<file path="src/rtl/mem_port_arbiter.sv">
// Shares one single-outstanding memory bus between the fetch and load/store ports.
// Grant in IDLE, bus request 1 cycle later and held until mem_req_ready; completion is combinational with mem_resp_valid.
module mem_port_arbiter #(
  parameter int ADDR_W  = 32,
  parameter int DATA_W  = 32,
  parameter int TIMEOUT = 255
) (
  input  logic                clk,
  input  logic                reset,
  input  logic                inst_req,
  input  logic [ADDR_W-1:0]   inst_addr,
  output logic                inst_ready,
  output logic [DATA_W-1:0]   inst_rdata,
  input  logic                data_req,
  input  logic                data_we,
  input  logic [ADDR_W-1:0]   data_addr,
  input  logic [DATA_W-1:0]   data_wdata,
  input  logic [DATA_W/8-1:0] data_wmask,
  output logic                data_ack,
  output logic [DATA_W-1:0]   data_rdata,
  input  logic                flush,
  output logic                mem_req_valid,
  input  logic                mem_req_ready,
  output logic                mem_we,
  output logic [ADDR_W-1:0]   mem_addr,
  output logic [DATA_W-1:0]   mem_wdata,
  output logic [DATA_W/8-1:0] mem_wmask,
  input  logic                mem_resp_valid,
  input  logic [DATA_W-1:0]   mem_rdata,
  output logic                timeout
);
  localparam int MASK_W = DATA_W / 8;
  localparam int CNT_W  = (TIMEOUT < 2) ? 1 : $clog2(TIMEOUT + 1);
  localparam logic [CNT_W:0] TMO = (CNT_W + 1)'(TIMEOUT);

  typedef enum logic [1:0] {IDLE, REQ, RESP} state_t;
  typedef enum logic {OWN_INST, OWN_DATA} owner_t;
  typedef struct packed {
    logic              we;
    logic [ADDR_W-1:0] addr;
    logic [DATA_W-1:0] wdata;
    logic [MASK_W-1:0] wmask;
  } bus_req_t;

  state_t     state_q, state_d;
  owner_t     owner_q, owner_d;
  owner_t     conflict_last_q, conflict_last_d;
  logic       kill_q, kill_d;
  logic       timeout_q, timeout_d;
  logic       mem_req_valid_q, mem_req_valid_d;
  logic [CNT_W-1:0] cnt_q, cnt_d;
  logic [CNT_W:0]   cnt_inc;
  bus_req_t   req_q, req_d;
  logic       inst_elig, grant_vld, grant_data, completion, expire;

  always_comb begin
    inst_elig  = inst_req && !flush;
    grant_vld  = inst_elig || data_req;
    grant_data = data_req && (!inst_elig || conflict_last_q != OWN_DATA);
    completion = (state_q == RESP) && mem_resp_valid;
    cnt_inc    = {1'b0, cnt_q} + (CNT_W + 1)'(1);
    // A completion landing on the expiry cycle takes priority over the abort.
    expire     = (TIMEOUT != 0) && (state_q != IDLE) && (cnt_inc == TMO) && !completion;

    state_d         = state_q;
    owner_d         = owner_q;
    conflict_last_d = conflict_last_q;
    kill_d          = kill_q;
    timeout_d       = timeout_q;
    cnt_d           = cnt_q;
    req_d           = req_q;
    inst_ready      = 1'b0;
    data_ack        = 1'b0;

    case (state_q)
      IDLE: begin
        kill_d = 1'b0;
        if (grant_vld) begin
          state_d = REQ;
          cnt_d   = '0;
          owner_d = grant_data ? OWN_DATA : OWN_INST;
          if (inst_elig && data_req) conflict_last_d = owner_d;
          if (grant_data) begin
            req_d.we    = data_we;
            req_d.addr  = data_addr;
            req_d.wdata = data_wdata;
            req_d.wmask = data_we ? data_wmask : '0;
          end else begin
            req_d.we    = 1'b0;
            req_d.addr  = inst_addr;
            req_d.wdata = '0;
            req_d.wmask = '0;
          end
        end
      end
      REQ, RESP: begin
        cnt_d = cnt_inc[CNT_W-1:0];
        if (flush && owner_q == OWN_INST) kill_d = 1'b1;
        if (state_q == REQ && mem_req_ready) state_d = RESP;
        if (completion) begin
          state_d = IDLE;
          kill_d  = 1'b0;
          if (owner_q == OWN_DATA) data_ack = 1'b1;
          else                     inst_ready = !kill_q && !flush;
        end else if (expire) begin
          state_d   = IDLE;
          kill_d    = 1'b0;
          timeout_d = 1'b1;
        end
      end
      default: state_d = IDLE;
    endcase

    mem_req_valid_d = (state_d == REQ);
  end

  always_ff @(posedge clk) begin
    if (reset) begin
      state_q         <= IDLE;
      owner_q         <= OWN_INST;
      conflict_last_q <= OWN_INST;
      kill_q          <= 1'b0;
      timeout_q       <= 1'b0;
      mem_req_valid_q <= 1'b0;
      cnt_q           <= '0;
      req_q           <= '0;
    end else begin
      state_q         <= state_d;
      owner_q         <= owner_d;
      conflict_last_q <= conflict_last_d;
      kill_q          <= kill_d;
      timeout_q       <= timeout_d;
      mem_req_valid_q <= mem_req_valid_d;
      cnt_q           <= cnt_d;
      req_q           <= req_d;
    end
  end

  assign mem_req_valid = mem_req_valid_q;
  assign mem_we        = req_q.we;
  assign mem_addr      = req_q.addr;
  assign mem_wdata     = req_q.wdata;
  assign mem_wmask     = req_q.wmask;
  assign timeout       = timeout_q;
  assign inst_rdata    = mem_rdata;
  assign data_rdata    = mem_rdata;

endmodule

</file>
<file path="config.mk">
export PLATFORM = sky130hd
export DESIGN_NAME = mem_port_arbiter
export DESIGN_NICKNAME = d
export VERILOG_FILES = /design/src/rtl/mem_port_arbiter.sv
export SDC_FILE = /design/constraint.sdc
export NUM_CORES = 1
export LEC_CHECK = 0
export CAP_MARGIN = 10
export CORE_AREA = 4 4 104 106
export DETAILED_ROUTE_END_ITERATION = 10
export DIE_AREA = 0 0 108 110
export DONT_BUFFER_PORTS = 1
export HOLD_SLACK_MARGIN = 0.12
export PLACE_DENSITY = 0.6
export SKIP_LAST_GASP = 1
export SYNTH_ARGS = -nofsm -noshare
export SYNTH_HDL_FRONTEND = slang
export SYNTH_SLANG_ARGS = --single-unit
</file>
<file path="constraint.sdc">
create_clock -name clk -period 2.15 [get_ports clk]
set_input_delay 0.215 -clock clk [delete_from_list [all_inputs] [get_ports clk]]
set_output_delay 0.215 -clock clk [all_outputs]
set_load 0.05 [all_outputs]
</file>
==> results.cfg <==
[status]
outcome = finished clean

[sta]
fin_crit_ns = 2.00
fmax_mhz = 500
finalClockSkew_ns = 0.00895
setup-violations-final = 0
maxSlewHeadroom = 0.619
period_share = 0.930
hold_violations = 0
worst_pin_slew_ns = 0.570
tns_ns = 0
drv_slew = 0
rsz0062_at_grt = no
worst_hold_slack_ns = 0.152

[final_layout]
drive_above_1_share = 0.0777
layoutNonFillerInstCount = 648
final_area_um2 = 4950
area_delta_synth_final_pct = 23.5
nNetsFinal = 656
diodes = 0

[worst_setup_path]
critPathMaxStageDelay_ns = 0.41
rr_worst_depth = 6
crit_path_start = state_q[0]
critPathTopFamily = flip-flops
critical_path_class = reg2out
crit_chain = inv_1 -> ha_2 -> nand3_1 -> nor4_2 -> buf_4
critPathBufInv = 2
cp.arrival_ns = 1.79
reg2reg_from = cnt_q[1]
required_ns = 1.93
cp_slowest_cell = dfxtp_1
cp.depth = 5
startpoint_type = flip-flop
crit_fanout = 8
cp-end-kind = output pin

[route]
dr.max_layer_used = met4
vias = 3594
drtAntennaViolNets = 0
wl_met1_um = 4590
drc = 0
wl_um = 11500
vias_per_cell = 5.55
drtPass1Iterations = 6
wl_met3_um = 1160
wl_met2_um = 5440
wl_per_cell_um = 17.7
drtIter0Drc = 291

[synthesis]
yosysTopAreaCell = dfxtp_1
synth.distinct_cells = 41
synth_seq_cells = 84
seq_area_frac_synth = 0.419
synth_warnings = 0
yosysTopAreaCellShare = 0.419
synth_simple_gate_area_share = 0.198
avgSynthCellArea_um2 = 8.29
synthArstFlopShare = 0
synth_area_leaders = dfxtp_1, buf_4, nor2_1
synthCells = 484
yosysMostFrequentCell = nor2_1
synth_top_family_by_area = compound AO/OA/AOI/OAI gates
syn_nets = 630
synth_xor_area_frac = 0.00218
synth_ff_type = dfxtp_1
muxShareOfSynthArea = 0
yosys-top-cells-count = nor2_1, dfxtp_1, buf_4
netlist_area_um2 = 4010
synth-edff-count = 0
synth-compound-area-share = 0.202
synth_fa_ha_area_frac = 0.0187

[place]
place_congestion = 0.754
place_area_um2 = 3650
portBuffers = 0
place_inst = 527
dp_hpwl_um = 6690

[min_path]
hp-class = in2reg
hold_depth = 2
min_from = data_req

[power_and_ir_drop]
power.density_nw_per_um2 = 863
vdd_drop_max_mv = 0.418
power.total_mw = 4.27
p_leak_nw = 1.87

[global_routing]
antenna_found_initial = 0
grt_usage = 0.188
grt_pass1_wl_um = 17700
grt_pass1_vias = 3575
grt_max_degree = 83
gr-total-overflow = 0

[die]
initial_core_util = 0.410
die_w_um = 108
rows = 36
die_h_um = 110
io_pins = 277
coreArea_um2 = 9770
die_area_um2 = 11900

[cts]
htree_levels = 3
cts_setup_buffers = 0
clock_path_buffers = 2
cts_tree = yes
clkTransAtPathRegs_ns = 0.09
numCtsBuffers = 9
cts_root_buffer = clkbuf_8
cts.sinks = 84
clk_latency_ns = 0.35

[flow_run]
cap_violations = 0
power breakdown:
group	internal, mW	total (mW)	switching, mW
logic	0.329	0.713	0.384
registers	1.70	2.28	0.582
clock network	0.667	1.28	0.609
total	2.70	4.27	1.58
final timing paths:
check	slack, ns	to
min	0.15	state_q[0]
max	0.15	inst_ready
max reg2reg	0.19	mem_req_valid
min reg2reg	0.54	cnt_q[7]
layout make-up:
class	count	area, um^2
well taps	133	166
multi-input cells	294	1710
flip-flops and latches	84	1680
inverters	7	26.3
clock inverters	6	95.1
clock buffers	10	128
repair buffers	114	1150
fillers	854	4820
layer usage:
layer,global-route usage,up-vias
met5,0,-
met3,0.0681,39
met4,0.0866,0
met2,0.316,201
met1,0.213,1653
li1,-,1701
state kept, by name (all words and copies together) (netlist names):
signal	cells
mem_addr	32
mem_wdata	32
cnt_q	8
mem_wmask	4
state_q	2
conflict_last_q	1
kill_q	1
mem_req_valid	1
mem_we	1
owner_q	1
timeout	1
metrics by stage:
| step | utilization | setup WS (ns) |
|---|---|---|
| 2_1_floorplan | - | 0.158 |
| 4_1_cts | 0.506 | 0.0583 |
| 5_1_grt | 0.507 | 0.0155 |
| 6_report | 0.507 | 0.149 |
| 3_3_place_gp | 0.373 | 0.239 |
| 3_5_place_dp | 0.373 | 0.167 |
logic make-up after synthesis:
kind of cell | count (synthesis)
AND/OR/NAND/NOR | 182
adder cells (fa/ha/maj) | 6
XOR/XNOR | 1
flip-flops | 84
AO/OA/AOI/OAI | 105
buffers and inverters | 106
cell usage in the layout, fill, tap and decap left out, types with 2 or more instances in the layout:
master and instances:
clkbuf_8 9, nor2b_1 2, a311oi_1 35, inv_1 7
buf_4 9, ha_1 5, o21ai_0 7, nand3_1 38
dlygate4sd3_1 103, a31oi_1 3, nor2_1 85, a22oi_1 33
nand2_1 41, a32oi_1 4, a21oi_1 9, bufinv_16 2
o21a_1 2, clkinvlp_4 2, dfxtp_1 83, nor3_1 2
timing repair:
action                                  4_1_cts  5_1_grt
gates resized for setup                       0        3
endpoints found under the setup margin        0        3
hold endpoints to repair                     84        0
hold buffers                                105        0
worst register-to-register path, cell delays in order, from the launching register on:
cell and delay (ns):
dfxtp_1 0.49, nand3_2 0.16, or3_4 0.40, a221oi_2 0.34
a21oi_2 0.12, a41o_1 0.26, o21a_1 0.10
(Power assumes the default switching activity.)
